**src/rtl/ctrl_pkg.sv**
```systemverilog
// Shared types and encodings for the multicycle ARM micro-sequencer.
// The control word struct mirrors the microcode ROM bit layout exactly.
package ctrl_pkg;

  typedef logic [4:0] upc_t;

  localparam logic [4:0] FETCH    = 5'h00;
  localparam logic [4:0] DECODE   = 5'h01;
  localparam logic [4:0] MEMADR   = 5'h02;
  localparam logic [4:0] MEMREAD  = 5'h03;
  localparam logic [4:0] MEMWB    = 5'h04;
  localparam logic [4:0] MEMWRITE = 5'h05;
  localparam logic [4:0] EXEC_R   = 5'h06;
  localparam logic [4:0] EXEC_I   = 5'h07;
  localparam logic [4:0] ALUWB    = 5'h08;
  localparam logic [4:0] BRANCH   = 5'h09;
  localparam logic [4:0] BL       = 5'h0A;
  localparam logic [4:0] MEMREADB = 5'h0B;

  localparam logic [4:0] DISP_DECODE = 5'h1F;
  localparam logic [4:0] DISP_MEM    = 5'h1E;

  typedef struct packed {
    logic [12:0] rsvd;
    logic        ldrb;
    logic        alu_op;
    logic        b;
    logic        next_pc;
    logic        reg_w;
    logic        mem_w;
    logic        ir_write;
    logic        adr_src;
    logic [1:0]  result_src;
    logic [1:0]  alu_src_a;
    logic [1:0]  alu_src_b;
    upc_t        next_adr;
  } ctrl_word_t;

endpackage

```
**src/rtl/dispatch_decode.sv**
```systemverilog
// Resolves the decode and memory dispatch codes into concrete micro-addresses.
// Non-dispatch NextAdr values pass straight through.
module dispatch_decode
  import ctrl_pkg::*;
(
  input  upc_t       next_adr,
  input  logic [1:0] op,
  input  logic [5:0] funct,
  output upc_t       next_upc,
  output logic       illegal
);

  // Only the I, L/link, B and S bits steer dispatch.
  logic unused_funct;
  assign unused_funct = ^{funct[3], funct[1]};

  always_comb begin
    next_upc = next_adr;
    illegal  = 1'b0;
    if (next_adr == DISP_DECODE) begin
      case (op)
        2'b00:   next_upc = funct[5] ? EXEC_I : EXEC_R;
        2'b01:   next_upc = MEMADR;
        2'b10:   next_upc = funct[4] ? BL : BRANCH;
        default: begin
          next_upc = FETCH;
          illegal  = 1'b1;
        end
      endcase
    end else if (next_adr == DISP_MEM) begin
      if (!funct[0])     next_upc = MEMWRITE;
      else if (funct[2]) next_upc = MEMREADB;
      else               next_upc = MEMREAD;
    end
  end

endmodule

```
**src/rtl/micro_sequencer.sv**
```systemverilog
// Micro-PC owner for the multicycle ARM control unit: sequences the microcode
// ROM, gates write enables with the condition check and keeps perf counters.
module micro_sequencer
  import ctrl_pkg::*;
#(
  parameter int UPC_W = 5,
  parameter int CNT_W = 32
) (
  input  logic             clk,
  input  logic             reset,
  output logic [UPC_W-1:0] rom_adr,
  input  logic [31:0]      rom_dout,
  input  logic [1:0]       op,
  input  logic [5:0]       funct,
  input  logic             cond_ex,
  input  logic             mem_ready,
  output logic             pc_write,
  output logic             ir_write,
  output logic             reg_write,
  output logic             mem_write,
  output logic             adr_src,
  output logic             alu_op,
  output logic             ldrb,
  output logic [1:0]       result_src,
  output logic [1:0]       alu_src_a,
  output logic [1:0]       alu_src_b,
  output logic             illegal,
  output logic [CNT_W-1:0] cycle_cnt,
  output logic [CNT_W-1:0] instr_cnt
);

  ctrl_word_t cw;
  upc_t       upc;
  upc_t       next_upc;
  logic       disp_illegal;
  logic       mem_state;
  logic       stall;
  logic       advance;
  logic       enable_ok;
  logic       unused_rsvd;

  assign cw          = ctrl_word_t'(rom_dout);
  assign unused_rsvd = ^cw.rsvd;
  assign rom_adr     = upc;

  dispatch_decode u_dispatch (
    .next_adr (cw.next_adr),
    .op       (op),
    .funct    (funct),
    .next_upc (next_upc),
    .illegal  (disp_illegal)
  );

  // mem_ready handshake: a memory state (IRWrite or AdrSrc) completes only in
  // a cycle where mem_ready=1; until then uPC holds and only mem_write stays up.
  assign mem_state = cw.ir_write | cw.adr_src;
  assign stall     = mem_state & ~mem_ready;
  assign advance   = ~stall;
  assign enable_ok = ~reset & ~stall;

  assign pc_write   = enable_ok & (cw.next_pc | (cw.b & cond_ex));
  assign ir_write   = enable_ok & cw.ir_write;
  assign reg_write  = enable_ok & cw.reg_w & cond_ex;
  assign mem_write  = ~reset & cw.mem_w & cond_ex;
  assign adr_src    = cw.adr_src;
  assign alu_op     = cw.alu_op;
  assign ldrb       = cw.ldrb;
  assign result_src = cw.result_src;
  assign alu_src_a  = cw.alu_src_a;
  assign alu_src_b  = cw.alu_src_b;

  always_ff @(posedge clk or posedge reset) begin
    if (reset) begin
      upc       <= FETCH;
      illegal   <= 1'b0;
      cycle_cnt <= '0;
      instr_cnt <= '0;
    end else begin
      cycle_cnt <= cycle_cnt + CNT_W'(1);
      illegal   <= advance & disp_illegal;
      if (advance) begin
        upc <= next_upc;
        // Retirement is the return to Fetch from somewhere else.
        if (next_upc == FETCH && upc != FETCH)
          instr_cnt <= instr_cnt + CNT_W'(1);
      end
    end
  end

endmodule

```
**config.mk**
```make
export PLATFORM = sky130hd
export DESIGN_NAME = micro_sequencer
export DESIGN_NICKNAME = d
export VERILOG_FILES = /design/src/rtl/ctrl_pkg.sv /design/src/rtl/dispatch_decode.sv /design/src/rtl/micro_sequencer.sv
export SDC_FILE = /design/constraint.sdc
export NUM_CORES = 1
export LEC_CHECK = 0
export CAP_MARGIN = 20
export CORE_ASPECT_RATIO = 0.6
export CORE_UTILIZATION = 45
export CTS_CLUSTER_DIAMETER = 50
export DETAILED_ROUTE_END_ITERATION = 16
export PLACE_DENSITY = 0.81
export SYNTH_ARGS = -nofsm -noshare
export SYNTH_HDL_FRONTEND = slang
export SYNTH_HIERARCHICAL = 1
export SYNTH_SLANG_ARGS = --single-unit
export TNS_END_PERCENT = 100
```
**constraint.sdc**
```tcl
create_clock -name clk -period 3.4 [get_ports clk]
set_input_delay 0.51 -clock clk [delete_from_list [all_inputs] [get_ports clk]]
set_output_delay 0.51 -clock clk [all_outputs]
set_load 0.005 [all_outputs]
```
[After elaboration in Yosys (flattened, before gate mapping)]
Index checks and enable logic that the tools add are counted.
Operators by class
  add/subtract/negate cells: 2
  $mul: 0
  div/mod/pow operators: 0
  magnitude comparators: 0
  equal/unequal tests: 4
  shifts and indexed selects: 0
  mux-type cells: 9
  bitwise logic cells: 15
  reductions and logical operators: 6
Operators with widths (number)
  $add A32 B1 Y32 const B: 2
  $mux W5: 3
  $pmux W5 S3: 1
  $and A1 B1 Y1: 10
  $eq A5 B5 Y1 const B: 2
  $logic_not A5 Y1: 1
  $reduce_bool A5 Y1: 1
  $mux W4: 1
  $mux W1: 3
  $not A1 Y1: 3
  $reduce_or A3 Y1: 1
  $eq A2 B1 Y1 const B: 1
  $eq A2 B2 Y1 const B: 1
  $logic_not A2 Y1: 1
  $mux W2: 1
  $or A1 B1 Y1: 2
  $reduce_and A2 Y1: 1
  $logic_and A1 B1 Y1: 1
Word-level totals
  flip-flop bits (word level): 70
  latch bits: 0
  memory bits (writable): 0
  memory bits (read-only): 0
  bits of input ports: 44
  output and inout port bits: 83
  memories: 0

[Depth between registers and ports, before layout]
  word-level depth: 7
  gate-level depth with buffers: 8
  depth with buffers taken out: 8

[Hierarchy]
The synthesis kept the hierarchy.
Modules (own cells, without submodules)
  micro_sequencer: times used 1, cells each 294, area each 3280.6 um2, seq. area each 1751.7 um2
  dispatch_decode: times used 1, cells each 22, area each 132.6 um2, seq. area each 0.0 um2

[Worst setup path before layout]
No wires, ideal clock.
  kind: input -> output
  from: in reset
  to: out reg_write
  arrival time: 2409 ps
  setup slack: 481 ps
  stages on the path: 2
  buffers on the path: 0
  cell sequence: inv_1 and4_1
Between the ends
  longest elaborated chain between the ends: 4
Ends and longest elaborated chain
  from (decl): line micro_sequencer.sv:10  | input logic reset,
  $not A1 Y1: line micro_sequencer.sv:59  | assign enable_ok = ~reset & ~stall;
  $and A1 B1 Y1: line micro_sequencer.sv:59
  $and A1 B1 Y1 (2 in a row): line micro_sequencer.sv:63  | assign reg_write = enable_ok & cw.reg_w & cond_ex;
  to (decl): line micro_sequencer.sv:19  | output logic reg_write,
No other way between the ends.

[Final worst setup path]
  from: in rom_dout[11]
  to: out pc_write
Between the ends
  longest elaborated chain between the ends: 5
Ends and longest elaborated chain
  from (decl): line micro_sequencer.sv:12  | input logic [31:0] rom_dout,
  $or A1 B1 Y1: line micro_sequencer.sv:56  | assign mem_state = cw.ir_write | cw.adr_src;
  $and A1 B1 Y1: line micro_sequencer.sv:57  | assign stall = mem_state & ~mem_ready;
  $not A1 Y1 (no source line)
  $and A1 B1 Y1: line micro_sequencer.sv:59
  $and A1 B1 Y1: line micro_sequencer.sv:61  | assign pc_write = enable_ok & (cw.next_pc | (cw.b & cond_ex));
  to (decl): line micro_sequencer.sv:17  | output logic pc_write,
No other way between the ends.

==> results.md <==
* CP endpoint kind: primary output
* CTS root buf: clkbuf_16
* Leakage power at 2.05 nW
* Clk sink count at 70
* Synthesis Warnings at 6
* Fillers at 585
* Final non-filler cell total at approximately 520
* R2R setup slack at between 1 and 1.5 ns
* Post-synth top area share at 51.3%
* H-tree depth at 3
* Commonest non-fill, non-tap cell in the layout: clkdlybuf4s50_1
* Main flop type after synthesis: dfrtp_1
* Clock transition at path regs at 0.05 ns
* Final Hold Viols at 0
* Design Power at around 2 mW
* RSZ-0062 raised after global routing: no
* Min-Delay Path Class: reg2reg
* Area growth, synth to finish at 38.9%
* Endpoint arrival time on the critical path at 2.40 ns
* Number of DRC markers in iteration 0 at 126
* Design area at 4740 um^2
* Hold path startpoint: instr_cnt[31]
* ANT cells at 0
* # DRC at 0
* CP Max Fanout at 8
* Clk_skew at about 0.0061 ns
* Layout cells sized above 1 at roughly 9.1%
* TritonCTS clock tree: yes
* Max cap viols at 0
* Status: finished clean
* R2r startpoint: cycle_cnt[8]
* Grt ovf at 0
* Hold EP: instr_cnt[31]
* # nets final at 460
* Pin count of the biggest net entering global routing at 46
* Die X at 114 um
* GP Congestion at between 0.8 and 0.9
* First-pass GRT wire length at roughly 13000 um
* Final WL at 8050 um
* Hold-fix buffers, CTS at 0
* P per Cell Area at 415 nW/um^2
* Via count at around 2700
* Post-synth EDFFs at 0
* Reg2Reg Depth at 5
* Register area share after synthesis at 51.3%
* Final hold slack at 0.463 ns
* Pins Over Slew Limit at 0
* Initial core utilization at 46.8%
* HPWL Detailed at between 5000 and 6000 um
* Die Height at 69.5 um
* Core area at roughly 7300 um^2
* Final Setup Violations at 0
* DP Area at 4440 um^2
* Row count at 24
* Number of buffers added for setup after CTS at 0
* Antenna-violating nets left at 0
* Port buffer count at 95
* Hold depth at 1
* Synthesized instance count at 316
* Synth Cell Area at 3410 um^2
* Placed Cells at 507
* Maximum VDD drop at 284 uV
* Initial antenna violation count at 0
* Vias per inst at 5.20
* Per-cell routed wire length at 15.4 um
* CTS Buf Count at 9
* Setup crit start kind: input pin
* Most frequent cells in the layout: clkdlybuf4s50_1 (95), dfrtp_1 (70), xnor2_1 (43), nand2_1 (34), nand4_1 (24)
* Crit path kind: in2out
* Period minus WS final at 2.91 ns
* Yosys reg bits at 70
* FMAX at 344 MHz
* Syn avg cell area at 10.8 um^2
* Distinct cells, synth at 39
* FF-to-FF End: cycle_cnt[19]
* Async SR Flop Fraction at 100%
* GRT Overall Usage at ~22%
* Worst-skew pair later-pin latency at between 0.3 and 0.4 ns
* Max_slew headroom at 58.0%
* Syn nets at 362
* Setup TNS at 0 ns
* Top-Level Pins at 127
* First drt pass iteration count at 6
* CTS max path bufs at 2
* Yosys top cell by area: dfrtp_1
* Worst slew pin tran at about 0.63 ns
* DIE AREA at about 8000 um^2
* Resized cells post-CTS at 0
* Required time worst endpoint at 2.89 ns
* Largest cells by area after synthesis: dfrtp_1 (51%), xnor2_1 (11%), xor2_1 (4.6%)
* Fin crit share at a little under nine tenths
* Vias in the first global route at 2689
[per-layer routing]
metal / wire [um] / GRT usage (%) / share of wire (%)
met2: 3400 / 31.9 / 42
met3: 604 / 6.38 / 7.5
met1: 3910 / 31.8 / 49
met4: 131 / 7.65 / 1.6
met5: 0 / 0 / 0
[state kept, by name (all words and copies together), names as in the netlist]
| name | count |
|---|---|
| cycle_cnt | 32 |
| rom_adr | 5 |
| illegal | 1 |
| instr_cnt | 32 |
[power by group]
part           leakage, nW  internal (mW)  switching, mW
combinational        0.986         0.0868         0.0780
sequential           0.915          0.853         0.0224
clock                0.148          0.584          0.342
[cells by family (layout without fill, tap and decap cells)]
kind of cell             count (synthesis)  after routing  share of synthesized area (%)
XOR/XNOR                                61             61                           15.7
multiplexers                             1              1                          0.330
adder cells (fa/ha/maj)                  2              2                          0.733
flip-flops                              70             70                           51.3
buffers and inverters                   26            129                           3.89
AND/OR/NAND/NOR                        143            143                           24.7
AO/OA/AOI/OAI                           13             13                           3.34
[per-stage QoR]
step | util (%) | setup WS [ns]
after floorplan | - | 0.481
after global placement | 60.9 | 0.345
after detailed placement | 60.9 | 0.209
after CTS | 65.0 | 0.515
after global routing | 65.0 | 0.353
final | 65.0 | 0.490
[how the worst max path moves through the flow]
stage                             from            end  depth (start not counted)
after global placement     rom_dout[2]  instr_cnt[21]                          9
after global routing      rom_dout[11]       pc_write                          5
after CTS                 rom_dout[11]       pc_write                          5
final                     rom_dout[11]       pc_write                          5
after floorplan                  reset      reg_write                          2
after detailed placement   rom_dout[2]  instr_cnt[21]                          9
[cell type report]
cell class	count	area (um^2)	share of cell area (%)
Sequential cell	70	1750	36.9
Multi-Input combinational cell	220	1530	32.3
Timing Repair Buffer	98	973	20.5
Clock buffer	10	239	5.04
Tap cell	104	130	2.74
Clock inverter	6	61.3	1.29
Inverter	15	56.3	1.19
[critical path, cell delays in order]
cell and delay [ns]:
clkdlybuf4s50_1 0.41, o21bai_1 0.48, inv_1 0.24, nor3_1 0.23, clkdlybuf4s50_1 0.53
[cells in the mapped netlist, types with 2 or more instances]
| cell | number |
|---|---|
| and4_1 | 3 |
| nor3_2 | 2 |
| buf_4 | 9 |
| nor4_2 | 5 |
| xor2_1 | 18 |
| nand2_1 | 34 |
| nand4_1 | 24 |
| nor3_1 | 13 |
| inv_1 | 15 |
| dfrtp_1 | 70 |
| nand3_1 | 16 |
| o21ai_0 | 2 |
| o31ai_1 | 2 |
| nor4_4 | 2 |
| and3_1 | 11 |
| xnor2_1 | 43 |
| and4_4 | 2 |
| and2_1 | 3 |
| ha_1 | 2 |
| nand2b_1 | 4 |
| nor2_1 | 17 |
| a21oi_1 | 2 |
No activity file was read; power rests on OpenSTA's default activity.
